==> config.mk <==
export PLATFORM = sky130hd
export DESIGN_NAME = pll_lock_ctrl
export DESIGN_NICKNAME = d
export VERILOG_FILES = /design/src/rtl/pll_ctrl_pkg.sv /design/src/rtl/sync_2ff.sv /design/src/rtl/pll_lock_ctrl.sv
export SDC_FILE = /design/constraint.sdc
export NUM_CORES = 1
export LEC_CHECK = 0
export CAP_MARGIN = 20
export CORE_MARGIN = 2
export CORE_UTILIZATION = 50
export CTS_CLUSTER_SIZE = 24
export DETAILED_ROUTE_END_ITERATION = 8
export HOLD_SLACK_MARGIN = 0.15
export PLACE_DENSITY = 0.71
export SETUP_SLACK_MARGIN = 0.5
export SYNTH_ARGS = -nofsm -noshare
export SYNTH_HDL_FRONTEND = slang
export SYNTH_HIERARCHICAL = 1
export SYNTH_SLANG_ARGS = --single-unit
==> constraint.sdc <==
create_clock -name clk_i -period 2.9 [get_ports clk_i]
set_input_delay 0.87 -clock clk_i [delete_from_list [all_inputs] [get_ports clk_i]]
set_output_delay 0.87 -clock clk_i [all_outputs]
set_load 0.02 [all_outputs]
==> src/rtl/pll_ctrl_pkg.sv <==
// ============================================================================
// Module   : pll_ctrl_pkg
// Brief    : Shared state encoding and parameter defaults for the PLL lock
//            controller.
// Revision : 1.0 - initial release
// ============================================================================
`default_nettype none

package pll_ctrl_pkg;

    localparam int unsigned c_DEF_RST_CYCLES          = 16;
    localparam int unsigned c_DEF_LOCK_STABLE_CYCLES  = 1024;
    localparam int unsigned c_DEF_LOCK_TIMEOUT_CYCLES = 65535;
    localparam int unsigned c_DEF_MAX_RETRIES         = 3;

    typedef enum logic [2:0] {
        ST_OFF       = 3'd0,
        ST_RESET     = 3'd1,
        ST_WAIT_LOCK = 3'd2,
        ST_STABLE    = 3'd3,
        ST_READY     = 3'd4,
        ST_FAULT     = 3'd5
    } pll_state_e;

    function automatic int unsigned max3(input int unsigned a, input int unsigned b,
                                         input int unsigned c);
        int unsigned m;
        m = (a > b) ? a : b;
        return (m > c) ? m : c;
    endfunction

endpackage

`default_nettype wire

==> src/rtl/sync_2ff.sv <==
// ============================================================================
// Module   : sync_2ff
// Brief    : Two-flop synchronizer for a single-bit asynchronous input.
// Revision : 1.0 - initial release
// ============================================================================
`default_nettype none

module sync_2ff (
    input  logic clk_i,
    input  logic rst_i,
    input  logic d_i,
    output logic q_o
);

    logic r_meta_q;
    logic r_sync_q;

    always_ff @(posedge clk_i or posedge rst_i) begin
        if (rst_i) begin
            r_meta_q <= 1'b0;
            r_sync_q <= 1'b0;
        end else begin
            r_meta_q <= d_i;
            r_sync_q <= r_meta_q;
        end
    end

    assign q_o = r_sync_q;

endmodule

`default_nettype wire

==> src/rtl/pll_lock_ctrl.sv <==
// ============================================================================
// Module   : pll_lock_ctrl
// Brief    : PLL bring-up sequencer: reset pulse, lock wait with timeout,
//            lock stability qualification, retry/fault handling, ref select.
// Revision : 1.0 - initial release
// ============================================================================
`default_nettype none

module pll_lock_ctrl
    import pll_ctrl_pkg::*;
#(
    parameter int unsigned RST_CYCLES          = c_DEF_RST_CYCLES,
    parameter int unsigned LOCK_STABLE_CYCLES  = c_DEF_LOCK_STABLE_CYCLES,
    parameter int unsigned LOCK_TIMEOUT_CYCLES = c_DEF_LOCK_TIMEOUT_CYCLES,
    parameter int unsigned MAX_RETRIES         = c_DEF_MAX_RETRIES,
    localparam int unsigned c_RETRY_W = (MAX_RETRIES > 0) ? $clog2(MAX_RETRIES + 1) : 1
) (
    input  logic                 clk_i,
    input  logic                 rst_i,
    input  logic                 en_i,
    input  logic                 sel_req_i,
    input  logic                 pll_lock_i,
    output logic                 pll_rst_o,
    output logic                 pll_sel_o,
    output logic                 clk_ready_o,
    output logic                 fault_o,
    output logic [c_RETRY_W-1:0] retry_cnt_o,
    output logic [2:0]           state_o
);

    localparam int unsigned c_CNT_W =
        $clog2(max3(RST_CYCLES, LOCK_STABLE_CYCLES, LOCK_TIMEOUT_CYCLES) + 1);

    localparam logic [c_CNT_W-1:0]   c_RST_LAST     = c_CNT_W'(RST_CYCLES - 1);
    localparam logic [c_CNT_W-1:0]   c_STABLE_LAST  = c_CNT_W'(LOCK_STABLE_CYCLES - 1);
    localparam logic [c_CNT_W-1:0]   c_TIMEOUT_LAST = c_CNT_W'(LOCK_TIMEOUT_CYCLES - 1);
    localparam logic [c_RETRY_W-1:0] c_RETRY_MAX    = c_RETRY_W'(MAX_RETRIES);

    pll_state_e           r_state_q, w_state_d;
    logic [c_CNT_W-1:0]   r_cnt_q, w_cnt_d;
    logic [c_RETRY_W-1:0] r_retry_q, w_retry_d;
    logic                 r_sel_q, w_sel_d;
    logic                 r_pll_rst_q;
    logic                 r_clk_ready_q;
    logic                 r_fault_q;
    logic                 w_lock_s;
    logic                 w_ref_chg;
    logic                 w_fail;

    sync_2ff u_lock_sync (
        .clk_i (clk_i),
        .rst_i (rst_i),
        .d_i   (pll_lock_i),
        .q_o   (w_lock_s)
    );

    assign w_ref_chg = (sel_req_i != r_sel_q);

    always_comb begin
        w_state_d = r_state_q;
        w_cnt_d   = r_cnt_q;
        w_retry_d = r_retry_q;
        w_sel_d   = r_sel_q;
        w_fail    = 1'b0;

        if (!en_i) begin
            w_state_d = ST_OFF;
            w_cnt_d   = '0;
            w_retry_d = '0;
        end else begin
            case (r_state_q)
                ST_OFF: begin
                    w_state_d = ST_RESET;
                    w_sel_d   = sel_req_i;
                    w_cnt_d   = '0;
                end
                // A reference change seen here waits until the pulse completes.
                ST_RESET: begin
                    if (r_cnt_q == c_RST_LAST) begin
                        w_state_d = ST_WAIT_LOCK;
                        w_cnt_d   = '0;
                    end else begin
                        w_cnt_d = r_cnt_q + c_CNT_W'(1);
                    end
                end
                ST_WAIT_LOCK: begin
                    if (!w_ref_chg) begin
                        if (w_lock_s) begin
                            w_state_d = ST_STABLE;
                            w_cnt_d   = '0;
                        end else if (r_cnt_q == c_TIMEOUT_LAST) begin
                            w_fail = 1'b1;
                        end else begin
                            w_cnt_d = r_cnt_q + c_CNT_W'(1);
                        end
                    end
                end
                ST_STABLE: begin
                    if (!w_ref_chg) begin
                        if (!w_lock_s) begin
                            w_state_d = ST_WAIT_LOCK;
                            w_cnt_d   = '0;
                        end else if (r_cnt_q == c_STABLE_LAST) begin
                            w_state_d = ST_READY;
                            w_cnt_d   = '0;
                        end else begin
                            w_cnt_d = r_cnt_q + c_CNT_W'(1);
                        end
                    end
                end
                ST_READY: begin
                    if (!w_ref_chg && !w_lock_s) begin
                        w_fail = 1'b1;
                    end
                end
                ST_FAULT: begin
                    w_state_d = ST_FAULT;
                end
                default: begin
                    w_state_d = ST_OFF;
                    w_cnt_d   = '0;
                end
            endcase

            // New reference restarts the whole bring-up with a fresh retry budget.
            if (w_ref_chg && (r_state_q == ST_WAIT_LOCK || r_state_q == ST_STABLE ||
                              r_state_q == ST_READY)) begin
                w_state_d = ST_RESET;
                w_sel_d   = sel_req_i;
                w_retry_d = '0;
                w_cnt_d   = '0;
            end else if (w_fail) begin
                w_cnt_d = '0;
                if (r_retry_q == c_RETRY_MAX) begin
                    w_state_d = ST_FAULT;
                end else begin
                    w_state_d = ST_RESET;
                    w_retry_d = r_retry_q + c_RETRY_W'(1);
                end
            end
        end
    end

    always_ff @(posedge clk_i or posedge rst_i) begin
        if (rst_i) begin
            r_state_q     <= ST_OFF;
            r_cnt_q       <= '0;
            r_retry_q     <= '0;
            r_sel_q       <= 1'b0;
            r_pll_rst_q   <= 1'b1;
            r_clk_ready_q <= 1'b0;
            r_fault_q     <= 1'b0;
        end else begin
            r_state_q     <= w_state_d;
            r_cnt_q       <= w_cnt_d;
            r_retry_q     <= w_retry_d;
            r_sel_q       <= w_sel_d;
            r_pll_rst_q   <= (w_state_d == ST_OFF) || (w_state_d == ST_RESET) ||
                             (w_state_d == ST_FAULT);
            r_clk_ready_q <= (w_state_d == ST_READY);
            r_fault_q     <= (w_state_d == ST_FAULT);
        end
    end

    assign pll_rst_o   = r_pll_rst_q;
    assign pll_sel_o   = r_sel_q;
    assign clk_ready_o = r_clk_ready_q;
    assign fault_o     = r_fault_q;
    assign retry_cnt_o = r_retry_q;
    assign state_o     = r_state_q;

endmodule

`default_nettype wire
==> key figures <==
Run status
  – Status: finished, final reports clean

Critical path
  – Top delay family on crit path: simple AND/OR/NAND/NOR gates
  – Crit-path slowest cell: or4_1
  – Buffers plus inverters on the worst setup path: 1
  – RR Startpoint: state_o[0]
  – CP Launch Type: primary input
  – Crit-path max cell delay: 0.48 ns
  – Worst Setup SP: sel_req_i
  – Reg2Reg Depth: 7
  – Crit path max fanout: 4
  – R2R setup slack: 0.55 ns
  – Cell Chain, Critical Path: dlygate4sd2_1 > xor2_2 > o21ai_0 > nand2_1 > nor3_2 > or4_1 > a21oi_1
  – WP data required: 3.16 ns
  – Critical path capture point type: register
  – Worst Setup Path Type: primary input to register
  – Reg2reg end: r_cnt_q[9]
  – Worst path arrival time: 2.61 ns

Min path
  – Hold EP: u_lock_sync/q_o
  – Hold depth: 0
  – Worst min path class: register to register
  – Min-delay src: u_lock_sync/r_meta_q

Global route
  – First-pass GRT wire length: 6150 um
  – Met3 Track Usage GR: 0.0303
  – Largest net degree at the start of global routing: 16
  – Antenna violations before repair: 0
  – Total global-route track usage: 0.228
  – M2 GR Usage: 0.380
  – Vias in the first global route: 1326
  – M1 GR Usage: 0.304
  – GR peak layer: met2
  – Global route overflow: 0

Logic synthesis
  – Number of flops mapped to enable cells by yosys: 0
  – Syn_nets: 171
  – Sequential fraction of the synthesis area: 0.432
  – Post-synthesis cell area: 1570 um^2
  – Syn avg cell area: 9.60 um^2
  – Asr flop ratio synth: 1.00
  – Main synth FF type: dfrtp_1
  – Count of cell types in the netlist: 49
  – Syn. warnings: 6
  – Post-synthesis cell count: 163
  – Flops & latches, synth: 27

Pwr
  – Switching share of power: 0.260
  – Leakage power: 0.812 nW
  – Pint: 478 uW
  – Psw: 168 uW
  – Combinational power share: 0.138
  – Seq pwr share: 0.607
  – PwrDens: 334 nW/um^2
  – Peak supply drop: 0.000207 V
  – Clock share of power: 0.255

Drt
  – Via-to-Cell Ratio: 6.16
  – DRT antenna net count: 0
  – Vias: 1385
  – Pre-antenna DRT Iters: 4
  – Routed len/inst: 17.2 um
  – DRC: 0
  – Iteration-0 DRC Markers: 47
  – DRT Wirelength: 3870 um

STA
  – Post-route setup slack: 0.552 ns
  – Tmin final: 2.35 ns
  – Tcrit/Tclk final: 0.810
  – Worst Clk Skew: 0.00741 ns
  – Setup-failing EPs final: 0
  – Max-slew violation count: 0
  – RSZ-0062 raised after global routing: no
  – Slew @ Worst Pin: 0.499 ns
  – Slew HR: 0.667
  – FMAX: 426 MHz
  – Final Hold Fails: 0

CTS
  – CTS max path bufs: 2
  – Worst skew pair latency: 0.32 ns
  – CTS tree: done
  – Reg clk slew, reported paths: 0.15 ns
  – Hold_buf cts: 0
  – Clock sink total: 27
  – Num CTS Buffers: 3
  – H-tree depth: 1
  – Root Buffer: clkbuf_4

Placement
  – Pre-CTS WS: -0.104 ns
  – Post-DP HPWL: 2780 um
  – Routability Congestion: 0.936
  – IO Port Bufs: 13

Cells and area
  – Antenna diodes: 0
  – Most frequent cells in the layout: dfrtp_1 (24), nor2_1 (23), buf_4 (17), clkdlybuf4s50_1 (10)
  – Most common cell after layout, fill and taps aside: dfrtp_1
  – Fin nets: 201
  – P&R area growth vs syn: 23.7%
  – Utilization after layout: 0.645
  – Share of post-route cells with drive strength above 1: 0.198

Floorplan
  – # rows: 20
  – Die X: 60.0 um
  – Core ar.: 3000 um^2
  – Initial core utilization: 0.521
  – Die Y: 60.0 um
  – Die area: 3590 um^2
  – I/O pin total: 14

Run
  – Max cap viols: 0
-- layer usage --
| layer | wire length [um] | part of all wire | vias to the layer above |
|---|---|---|---|
| met3 | 152 | 0.039 | 12 |
| met1 | 1690 | 0.44 | 670 |
| met4 | 90 | 0.023 | 0 |
| met5 | 0 | 0 | - |
| li1 | - | - | 659 |
| met2 | 1930 | 0.50 | 44 |
-- timing repair --
item | 4_1_cts | 5_1_grt
buffers inserted | 4 | 3
resized for setup | 5 | 9
pin swaps | 3 | 1
cloned | 0 | 0
setup endpoints to repair | 18 | 9
-- layout make-up --
type / instances / area (um^2)
clock buffer: 4 / 26.3
fill: 242 / 1070
inverter: 5 / 18.8
multi-input combinational: 126 / 908
sequential: 27 / 679
tap: 33 / 41.3
timing repair buffer: 30 / 262
-- worst max-delay path by stage --
stage	cells past startpoint	to
2_1_floorplan	6	r_cnt_q[9]
3_3_place_gp	7	r_cnt_q[9]
3_5_place_dp	7	r_cnt_q[9]
4_1_cts	2	state_o[2]
5_1_grt	7	pll_rst_o
6_report	7	r_cnt_q[9]
-- cells by family after synthesis --
family          synth area share
simple gates               0.252
xor+xnor                  0.0727
mux                       0.0136
buf+inv                   0.0272
fa+ha+maj                 0.0240
flops                      0.432
compound gates             0.178
-- per-stage QoR --
step / setup TNS [ns] / instances / total power [mW] / hold WS (ns) / instance area, um^2
floorplan: 0 / 163 / 0.439 / 0.331 / 1570
global placement: 0 / 214 / 0.470 / 0.338 / 1790
detailed placement: -0.329 / 214 / 0.473 / 0.346 / 1790
CTS: 0 / 222 / 0.638 / 0.378 / 1880
global route: 0 / 225 / 0.670 / 0.383 / 1940
finish: 0 / 225 / 0.646 / 0.374 / 1940
-- registers in the layout, summed over array words and instances (netlist names) --
name and cells:
fault_o 1, u_lock_sync/q_o 1, pll_rst_o 1, clk_ready_o 1, r_cnt_q 16, state_o 3, retry_cnt_o 2, pll_sel_o 1
u_lock_sync/r_meta_q 1
-- synthesized netlist by cell type, types with 2 or more instances --
| master | n | area, um^2 |
|---|---|---|
| nand3_1 | 5 | 25.0 |
| clkbuf_1 | 2 | 7.51 |
| nor3b_1 | 3 | 22.5 |
| or4_1 | 2 | 15.0 |
| dfrtp_1 | 26 | 651 |
| a21oi_1 | 6 | 30.0 |
| ha_1 | 3 | 37.5 |
| and3_1 | 2 | 12.5 |
| nand4_1 | 9 | 56.3 |
| inv_1 | 5 | 18.8 |
| o21ai_0 | 7 | 35.0 |
| nor4_1 | 2 | 12.5 |
| xor2_1 | 4 | 35.0 |
| o221ai_1 | 2 | 17.5 |
| xnor2_1 | 9 | 78.8 |
| a31oi_1 | 6 | 37.5 |
| o21a_1 | 2 | 15.0 |
| and4_1 | 2 | 17.5 |
| nor2b_1 | 2 | 12.5 |
| nand2b_1 | 3 | 18.8 |
| nand2_1 | 8 | 30.0 |
| nor2_1 | 23 | 86.3 |
| a211oi_1 | 2 | 15.0 |
| or3_1 | 3 | 18.8 |
-- power groups by stage --
stage	Sequential, mW	Combinational (mW)	Clock [mW]
floorplan	0.402	0.0371	0
global placement	0.399	0.0711	0
detailed placement	0.400	0.0735	0
CTS	0.394	0.0806	0.163
global route	0.394	0.0958	0.181
finish	0.392	0.0891	0.165
Power figures use the tool's default switching activity.
